[src/rtl/id_skid_reg.sv]
`default_nettype none
// ============================================================================
// Module   : id_skid_reg
// Purpose  : Decode-to-execute pipeline register with a valid/ready handshake.
//            Holds one decoded bundle (PC, ALU operands, store data, packed
//            control). An optional second skid entry takes execute-stage
//            backpressure off the decode-side ready path. A load hazard holds
//            off acceptance, which becomes a bubble. Flush kills every held
//            entry. Saturating stall and bubble counters are kept.
// Ports    : cpu_clk, cpu_rstn (synchronous, active-low)
//            in_valid/in_ready + in_pc, in_alu_in_0, in_alu_in_1,
//              in_mem_wdata, in_ctrl   decode-side bundle
//            ld_hazard, flush          hazard / kill controls
//            out_valid/out_ready + out_* registered execute-side bundle
//            occupancy                 entries held (0..2)
//            cnt_clr, stall_cnt, bubble_cnt  statistics
// Revision : 1.0  initial release
// ============================================================================
module id_skid_reg #(
    parameter int PC_W    = 30,
    parameter int DATA_W  = 32,
    parameter int CTRL_W  = 18,
    parameter int SKID_EN = 1,
    parameter int CNT_W   = 16
) (
    input  logic              cpu_clk,
    input  logic              cpu_rstn,
    input  logic              in_valid,
    output logic              in_ready,
    input  logic [PC_W-1:0]   in_pc,
    input  logic [DATA_W-1:0] in_alu_in_0,
    input  logic [DATA_W-1:0] in_alu_in_1,
    input  logic [DATA_W-1:0] in_mem_wdata,
    input  logic [CTRL_W-1:0] in_ctrl,
    input  logic              ld_hazard,
    input  logic              flush,
    output logic              out_valid,
    input  logic              out_ready,
    output logic [PC_W-1:0]   out_pc,
    output logic [DATA_W-1:0] out_alu_in_0,
    output logic [DATA_W-1:0] out_alu_in_1,
    output logic [DATA_W-1:0] out_mem_wdata,
    output logic [CTRL_W-1:0] out_ctrl,
    output logic [1:0]        occupancy,
    input  logic              cnt_clr,
    output logic [CNT_W-1:0]  stall_cnt,
    output logic [CNT_W-1:0]  bubble_cnt
);

    // Bundle layout, MSB first: {pc, alu_in_0, alu_in_1, mem_wdata, ctrl}
    localparam int c_BUN_W  = PC_W + 3 * DATA_W + CTRL_W;
    localparam int c_WD_LSB = CTRL_W;
    localparam int c_A1_LSB = CTRL_W + DATA_W;
    localparam int c_A0_LSB = CTRL_W + 2 * DATA_W;
    localparam int c_PC_LSB = CTRL_W + 3 * DATA_W;

    // State value equals the number of held entries, so it drives occupancy
    localparam logic [1:0] c_ST_EMPTY = 2'd0;
    localparam logic [1:0] c_ST_ONE   = 2'd1;
    localparam logic [1:0] c_ST_FULL  = 2'd2;

    localparam logic [CNT_W-1:0] c_CNT_MAX = '1;
    localparam logic [CNT_W-1:0] c_CNT_ONE = {{(CNT_W-1){1'b0}}, 1'b1};

    logic [1:0]         r_state;
    logic [c_BUN_W-1:0] r_main;
    logic [c_BUN_W-1:0] r_skid;
    logic [CNT_W-1:0]   r_stall_cnt;
    logic [CNT_W-1:0]   r_bubble_cnt;

    logic [c_BUN_W-1:0] w_in_bun;
    logic               w_out_valid;
    logic               w_in_ready;
    logic               w_accept;
    logic               w_stall;
    logic               w_bubble;

    assign w_in_bun    = {in_pc, in_alu_in_0, in_alu_in_1, in_mem_wdata, in_ctrl};
    assign w_out_valid = (r_state != c_ST_EMPTY);
    assign w_accept    = in_valid & w_in_ready;
    assign w_stall     = w_out_valid & ~out_ready;
    assign w_bubble    = in_valid & ld_hazard & ~flush;

    // With a skid entry, ready depends only on local state, never on
    // out_ready; without it, ready passes straight through from execute.
    generate
        if (SKID_EN != 0) begin : g_skid_ready
            assign w_in_ready = cpu_rstn & ~ld_hazard & (r_state != c_ST_FULL);
        end else begin : g_pass_ready
            assign w_in_ready = cpu_rstn & ~ld_hazard & (out_ready | ~w_out_valid);
        end
    endgenerate

    // Whenever the main entry goes invalid its control field is zeroed, so
    // out_ctrl (and with it gpr_wen / mem_op) reads zero on any bubble.
    always_ff @(posedge cpu_clk) begin
        if (!cpu_rstn) begin
            r_state <= c_ST_EMPTY;
            r_main  <= '0;
            r_skid  <= '0;
        end else if (flush) begin
            r_state               <= c_ST_EMPTY;
            r_main[CTRL_W-1:0]    <= '0;
        end else begin
            case (r_state)
                c_ST_EMPTY: begin
                    if (w_accept) begin
                        r_main  <= w_in_bun;
                        r_state <= c_ST_ONE;
                    end
                end
                c_ST_ONE: begin
                    if (out_ready) begin
                        if (w_accept) begin
                            r_main <= w_in_bun;
                        end else begin
                            r_state            <= c_ST_EMPTY;
                            r_main[CTRL_W-1:0] <= '0;
                        end
                    end else if (w_accept && (SKID_EN != 0)) begin
                        // Main is stalled: park the newcomer behind it
                        r_skid  <= w_in_bun;
                        r_state <= c_ST_FULL;
                    end
                end
                c_ST_FULL: begin
                    if (out_ready) begin
                        r_main  <= r_skid;
                        r_state <= c_ST_ONE;
                    end
                end
                default: begin
                    r_state            <= c_ST_EMPTY;
                    r_main[CTRL_W-1:0] <= '0;
                end
            endcase
        end
    end

    // Statistics: clear beats increment, and both counters stick at max.
    always_ff @(posedge cpu_clk) begin
        if (!cpu_rstn || cnt_clr) begin
            r_stall_cnt  <= '0;
            r_bubble_cnt <= '0;
        end else begin
            if (w_stall && (r_stall_cnt != c_CNT_MAX)) begin
                r_stall_cnt <= r_stall_cnt + c_CNT_ONE;
            end
            if (w_bubble && (r_bubble_cnt != c_CNT_MAX)) begin
                r_bubble_cnt <= r_bubble_cnt + c_CNT_ONE;
            end
        end
    end

    assign in_ready      = w_in_ready;
    assign out_valid     = w_out_valid;
    assign out_pc        = r_main[c_PC_LSB +: PC_W];
    assign out_alu_in_0  = r_main[c_A0_LSB +: DATA_W];
    assign out_alu_in_1  = r_main[c_A1_LSB +: DATA_W];
    assign out_mem_wdata = r_main[c_WD_LSB +: DATA_W];
    assign out_ctrl      = r_main[CTRL_W-1:0];
    assign occupancy     = r_state;
    assign stall_cnt     = r_stall_cnt;
    assign bubble_cnt    = r_bubble_cnt;

endmodule
`default_nettype wire

[config.mk]
export PLATFORM = sky130hd
export DESIGN_NAME = id_skid_reg
export DESIGN_NICKNAME = d
export VERILOG_FILES = /design/src/rtl/id_skid_reg.sv
export SDC_FILE = /design/constraint.sdc
export NUM_CORES = 1
export LEC_CHECK = 0
export CAP_MARGIN = 25
export CORE_ASPECT_RATIO = 0.75
export CORE_MARGIN = 1.5
export CORE_UTILIZATION = 54
export DETAILED_ROUTE_END_ITERATION = 7
export GPL_TIMING_DRIVEN = 0
export PLACE_DENSITY = 0.89
export SYNTH_ARGS = -nofsm -noshare
export SYNTH_HDL_FRONTEND = slang
export SYNTH_SLANG_ARGS = --single-unit
[constraint.sdc]
create_clock -name cpu_clk -period 5.8 [get_ports cpu_clk]
set_clock_uncertainty 0.15 [all_clocks]
set_input_delay 0.87 -clock cpu_clk [delete_from_list [all_inputs] [get_ports cpu_clk]]
set_output_delay 0.87 -clock cpu_clk [all_outputs]
set_load 0.02 [all_outputs]
After elaboration in Yosys (flattened, before gate mapping):

Cells that the tools add are included.

* add/subtract/negate cells: 2
* eq/ne operators: 11
* mux-type cells: 13
* bitwise logic cells: 10
* reduce and logical (&&, ||, !) cells: 12

Operators by type and width (count)
* 2-to-1 mux 144 bit: 3
* one-hot mux 126 bit (3 select lines): 1
* 2-to-1 mux 126 bit: 1
* one-hot mux 18 bit (3 select lines): 1
* adder 16 x 1 -> 16 bit, second input constant: 2
* != test 16 bit, second input constant: 2
* 2-to-1 mux 18 bit: 1
* 2-to-1 mux 2 bit: 5
* != test 2 bit, second input constant: 5
* AND reduction 4 bit: 2
* bitwise AND 1 bit: 6
* != test 3 bit, second input constant: 2
* one-hot mux 2 bit (3 select lines): 1
* AND reduction 6 bit: 1
* inverter 1 bit: 4
* AND reduction 3 bit: 1
* nonzero test 3 bit: 1
* == test 2 x 1 -> 1 bit, second input constant: 1
* == test 2 bit, second input constant: 1
* logical AND 1 bit: 2
* zero test 2 bit: 1
* nonzero test 2 bit: 1
* OR reduction 2 bit: 1
* zero test 1 bit: 1
* logical OR 1 bit: 1

* bits in registers: 322
* bits of input ports: 151
* output and inout bits: 180
* logic and storage cells: 54

Logic depth before layout (Yosys ltp):

Gate-level depths: netlist of run 1.

* depth after elaboration: 7
* mapped depth: 9
* depth with buffers taken out: 5

Worst setup path after synthesis of run 1:

No wires, ideal clock.

* path type: input port to output port
* start: in cpu_rstn
* end: out in_ready
* data arrival time: 1964 ps
* data required time: 4780 ps
* path slack: 2816 ps
* stages: 4
* buffers on the path: 3
* path through: clkbuf_1 -> clkbuf_1 -> clkbuf_1 -> and3b_1

* cells in the longest elaborated chain, start to end: 2

RTL lines
* start, declared: RTL line 27 `input logic cpu_rstn,`
* bitwise AND 1 bit (2 in series): RTL line 88 `assign w_in_ready = cpu_rstn & ~ld_hazard & (r_state != c_ST_FULL);`
* end, declared: RTL line 29 `output logic in_ready,`

Every way passes these cells.

Final worst setup path of run 1:

Same ends and word-level chain as after synthesis.

==> results by group, run 1 <==
Timing
  • Slew headroom: 0.290
  • Slew Viols, Final: 0
  • Final setup viols: 0
  • Setup TNS: 0 ps
  • Max Fclk: 0.196 GHz
  • Slew @ Worst Pin: 1060 ps
  • Post-route worst setup slack: 690 ps
  • Minimum clock period: 5110 ps
  • Final worst path period share: 0.881
  • Unrepaired setup endpoints after global routing: no
  • Final Hold Fails: 0

GRT
  • Largest net degree at the start of global routing: 16
  • Initial antenna violation count: 1
  • Vias in the first global route: 13400
  • First-pass GRT wire length: 70.7 mm
  • GRT Util Overall: 0.325
  • GRT overflow: 0

Layout
  • Layout area overhead: 34.9%
  • Nets: 2143
  • Ratio of cells with drive above 1 in the final layout: 0.112
  • Fin area: 19100 sq um

Routing
  • ANT nets after route: 0
  • Via count: 13814
  • Number of DRC markers in iteration 0: 1065
  • Number of remaining DRC errors: 0
  • WL final: 45.7 mm
  • DRT Pass-1 Iters: 5
  • Via/cell ratio: 5.86
  • WL/cell: 19.4 um

Logic synthesis
  • Ranking of synthesized cells by area: dfxtp_1 45%, nand2_1 11%, mux2_2 10%
  • Avg Cell Area, Syn: 8.72 sq um
  • EDFF count, synth: 0
  • Area share of the largest cell type after synthesis: 0.455
  • Net Count, Synth: 1778
  • Synth Cell Area: 14200 sq um
  • Synthesis Warnings: 0
  • Synth cell types: 57
  • Ys flop type: dfxtp_1
  • Count leader, synth: nand2_1
  • Synthesized flop and latch total: 322
  • Async SR Flop Fraction: 0
  • Gate Count Post-Synth: 1625
  • Synth area leader: dfxtp_1
  • Commonest cells in the netlist: 429 x nand2_1, 322 x dfxtp_1, 136 x o21ai_0, 132 x o211ai_1, 126 x mux2_2
  • Seq/Total Area, Yosys: 0.455

Hold path
  • Start point of the worst hold path: r_skid[91]
  • Hold Path Class: reg -> reg

CTS
  • CTS Buf Count: 34
  • Worst skew pair latency: 510 ps
  • Register clock-pin slew on the reported worst setup and hold paths: 50 ps
  • Clock sink count: 322
  • Post_cts resized: 0
  • # hold bufs at CTS: 0
  • Clk root buf: clkbuf_16
  • Htree depth: 2
  • Post-CTS Setup Bufs: 0
  • CTS Buffer Depth: 3
  • CTS tree: built

Setup path
  • WP data arrival: 4090 ps
  • Worst path cell trace: clkdlybuf4s50_1 > clkbuf_1 > clkbuf_1 > clkbuf_1 > and3b_1 > clkdlybuf4s50_1
  • Most frequent cell on the critical path: clkbuf_1
  • CP Launch Type: primary input
  • CP startpoint: cpu_rstn
  • Master of the slowest instance on the critical path: clkbuf_1
  • Nature of the critical path endpoint: output port
  • Launching point of the worst reg2reg path: occupancy[0]
  • Critical path class: in -> out
  • Crit-path max FO: 10
  • Required @ worst endpoint: 4780 ps
  • CP max stage delay: 760 ps

Power
  • Max IR drop VDD: 0.195 mV
  • P_leak: 0.00641 uW
  • PwrDens: 263 nW/um^2

Run status
  • Status: finished clean

Placed design
  • GPL Wtd Cong: 0.871
  • IO buf count: 329
  • Worst slack, placed: 688 ps
  • Placement Cell Area: 17900 sq um
  • Final HPWL DP: 32.2 mm

Floorplan
  • Die X: 190 um
  • Die H: 143 um
  • FP Rows: 51
  • IO Count: 331
  • Total core area: 25800 sq um
  • Initial core utilization: 0.549
  • Die Footprint: 27200 sq um

Run
  • MaxCap Viol Count: 0
[per-stage QoR]
step | hold WS, ps | util | power (uW) | std cells
5_1_grt | 322 | 0.740 | 5170 | 2357
3_3_place_gp | 287 | 0.693 | 2700 | 2298
3_5_place_dp | 294 | 0.693 | 2710 | 2298
2_1_floorplan | 283 | - | 2480 | 1625
6_report | 301 | 0.740 | 5030 | 2358
4_1_cts | 302 | 0.740 | 5050 | 2356
[final timing paths]
kind,end,slack [ps],cells past startpoint
hold reg to reg,r_skid[91],300,2
setup / recovery,in_ready,690,6
hold / removal,r_skid[91],300,2
setup reg to reg,r_main[63],2890,9
[per-layer routing]
metal | part of all wire | wire (um) | vias up | track usage
li1 | - | - | 6483 | -
met1 | 0.41 | 18800 | 6591 | 0.415
met2 | 0.46 | 21000 | 617 | 0.523
met3 | 0.090 | 4130 | 123 | 0.0845
met4 | 0.039 | 1770 | 0 | 0.134
met5 | 0 | 0 | - | 0
[flip-flops by register name, summed over array words and instances, names as in the netlist]
register and flops:
bubble_cnt 16, occupancy 2, r_main 144, r_skid 144, stall_cnt 16
[power by group]
group,internal [uW],switching [uW]
Sequential,2230,13.6
Combinational,207,214
Clock,1470,899
[cell families after synthesis]
family	Yosys count	share of synthesized area
AND/OR/NAND/NOR	523	0.159
buffers and inverters	153	0.0438
flip-flops	322	0.455
adder cells (fa/ha/maj)	2	0.00176
AO/OA/AOI/OAI	497	0.239
multiplexers	128	0.102
[layout by cell type, fill, tap and decap left out, types with 19 or more instances in the layout]
master,count
clkbuf_16,37
buf_2,33
dfxtp_1,322
nand2_1,429
a21boi_0,113
mux2_2,126
a21oi_1,19
clkdlybuf4s50_1,329
o211ai_1,132
clkbuf_1,112
a21boi_1,32
o21ai_0,136
[worst max-delay path: cells and delay by family]
family | cells | cell delay (ps)
buffers and inverters | 5 | 2970
AND/OR/NAND/NOR | 1 | 240
[area by class of cell]
class | count | area (sq um)
buffer | 148 | 602
fill | 1882 | 6720
inverter | 5 | 18.8
sequential | 322 | 6450
multi-input combinational | 1150 | 7110
clock buffer | 48 | 1040
tap | 344 | 430
clock inverter | 10 | 178
timing repair buffer | 329 | 3290
antenna | 2 | 5.00
No activity file was read; power rests on OpenSTA's default activity.
==> inputs of run 2 (changes only) <==
--- a/config.mk
+++ b/config.mk
@@ -6,7 +6,6 @@
 export NUM_CORES = 1
 export LEC_CHECK = 0
 export CAP_MARGIN = 25
-export CORE_ASPECT_RATIO = 0.75
 export CORE_MARGIN = 1.5
 export CORE_UTILIZATION = 54
 export DETAILED_ROUTE_END_ITERATION = 7
==> results by group, run 2 (same netlist as run 1, synthesis figures left out) <==
Run status
  • Status: finished clean

GRT
  • Largest net degree at the start of global routing: 14
  • Initial antenna violation count: 4
  • GRT Util Overall: 0.317
  • GRT overflow: 0
  • First-pass GRT wire length: 68.4 mm
  • Vias in the first global route: 13326

Layout
  • Ratio of cells with drive above 1 in the final layout: 0.109
  • Largest registers: r_main x144, r_skid x144
  • Most common cell after layout, fill and taps aside: nand2_1
  • Layout area overhead: 34.2%
  • Fillcell total: 1817
  • Commonest non-fill, non-tap cells in the layout: 429 x nand2_1, 329 x clkdlybuf4s50_1, 322 x dfxtp_1, 136 x o21ai_0, 132 x o211ai_1
  • Nets: 2144

Setup path
  • Launching point of the worst reg2reg path: occupancy[0]
  • Required @ worst endpoint: 4780 ps
  • Most frequent cell on the critical path: clkbuf_1
  • CP startpoint: cpu_rstn
  • Crit-path max FO: 10
  • Critical path class: in -> out
  • Nature of the critical path endpoint: output port
  • Master of the slowest instance on the critical path: clkbuf_1
  • WP data arrival: 4140 ps
  • CP max stage delay: 790 ps
  • Worst path cell trace: clkdlybuf4s50_1 > clkbuf_1 > clkbuf_1 > clkbuf_1 > and3b_1 > clkdlybuf4s50_1
  • CP Launch Type: primary input

CTS
  • Htree depth: 2
  • CTS tree: built
  • Worst skew pair latency: 510 ps
  • Post-CTS Setup Bufs: 0
  • Clk root buf: clkbuf_16
  • Post_cts resized: 0
  • Register clock-pin slew on the reported worst setup and hold paths: 60 ps
  • CTS Buffer Depth: 3
  • Clock sink count: 322
  • CTS Buf Count: 35
  • # hold bufs at CTS: 0

Power
  • Max IR drop VDD: 0.241 mV
  • P_leak: 0.00637 uW
  • PwrDens: 256 nW/um^2

Timing
  • Final setup viols: 0
  • Slew headroom: 0.330
  • Post-route worst setup slack: 644 ps
  • Max Fclk: 0.194 GHz
  • Setup TNS: 0 ps
  • Final worst path period share: 0.889
  • Slew Viols, Final: 0
  • Final Hold Fails: 0
  • Slew @ Worst Pin: 998 ps
  • Unrepaired setup endpoints after global routing: no
  • Minimum clock period: 5160 ps

Placed design
  • GPL Wtd Cong: 0.920
  • Final HPWL DP: 31.3 mm
  • IO buf count: 329
  • Worst slack, placed: 710 ps

Floorplan
  • IO Count: 331
  • Die Footprint: 27200 sq um
  • Total core area: 25900 sq um
  • Die H: 165 um
  • FP Rows: 59
  • Initial core utilization: 0.547
  • Die X: 165 um

Routing
  • WL/cell: 19.0 um
  • Number of DRC markers in iteration 0: 1493
  • WL final: 44.7 mm
  • Via count: 14059
  • Number of remaining DRC errors: 0
  • Via/cell ratio: 5.97
  • DRT Pass-1 Iters: 6
  • ANT nets after route: 0

Hold path
  • Hold Path Class: reg -> reg
  • Start point of the worst hold path: r_skid[118]

Run
  • MaxCap Viol Count: 0
run 2: area by class of cell:
class,instances,area [sq um],share of cell area
Multi-Input combinational cell,1150,7110,0.374
Antenna cell,6,15.0,0.000789
Timing Repair Buffer,329,3290,0.173
Inverter,5,18.8,0.000986
Sequential cell,322,6450,0.339
Clock buffer,54,1040,0.0546
Tap cell,335,419,0.0220
Buffer,148,602,0.0316
Clock inverter,7,85.1,0.00447
run 2: metal layers:
metal | share of wire | wire length [um] | track usage | vias up
li1 | - | - | - | 6512
met4 | 0.042 | 1890 | 0.147 | 0
met1 | 0.40 | 17800 | 0.389 | 6750
met3 | 0.079 | 3520 | 0.0593 | 144
met2 | 0.48 | 21500 | 0.536 | 653
met5 | 0 | 0 | 0 | -
run 2: path summary, 6_finish.rpt:
check                                    to  cells past startpoint  slack [ps]
worst min-delay path            r_skid[118]                      2         300
worst min register to register  r_skid[118]                      2         300
worst max register to register   r_main[65]                      9        2930
worst max-delay path               in_ready                      6         640
run 2: critical path: cells and delay by family:
| kind | cells | cell delay (ps) |
|---|---|---|
| buffers and inverters | 5 | 3020 |
| and+or+nand+nor | 1 | 220 |
run 2: per-stage QoR:
step / std cells / instance area, sq um / hold slack [ps] / total power, uW / utilization
floorplan: 1625 / 14200 / 283 / 2480 / -
global placement: 2289 / 17900 / 288 / 2700 / 0.690
detailed placement: 2289 / 17900 / 294 / 2710 / 0.690
CTS: 2350 / 19000 / 302 / 4880 / 0.734
global route: 2354 / 19000 / 324 / 5010 / 0.734
finish: 2356 / 19000 / 301 / 4880 / 0.734
run 2: power breakdown:
| part | internal (uW) | total (uW) | switching, uW |
|---|---|---|---|
| combinational | 207 | 420 | 213 |
| sequential | 2230 | 2250 | 13.7 |
| clock | 1320 | 2210 | 889 |
==> inputs of run 3 (changes only) <==
--- a/config.mk
+++ b/config.mk
@@ -5,6 +5,7 @@
 export SDC_FILE = /design/constraint.sdc
 export NUM_CORES = 1
 export LEC_CHECK = 0
+export ABC_AREA = 0
 export CAP_MARGIN = 25
 export CORE_MARGIN = 1.5
 export CORE_UTILIZATION = 54
==> results of run 3 <==
No change in the layout: final DEF, timing and power equal those of run 2.
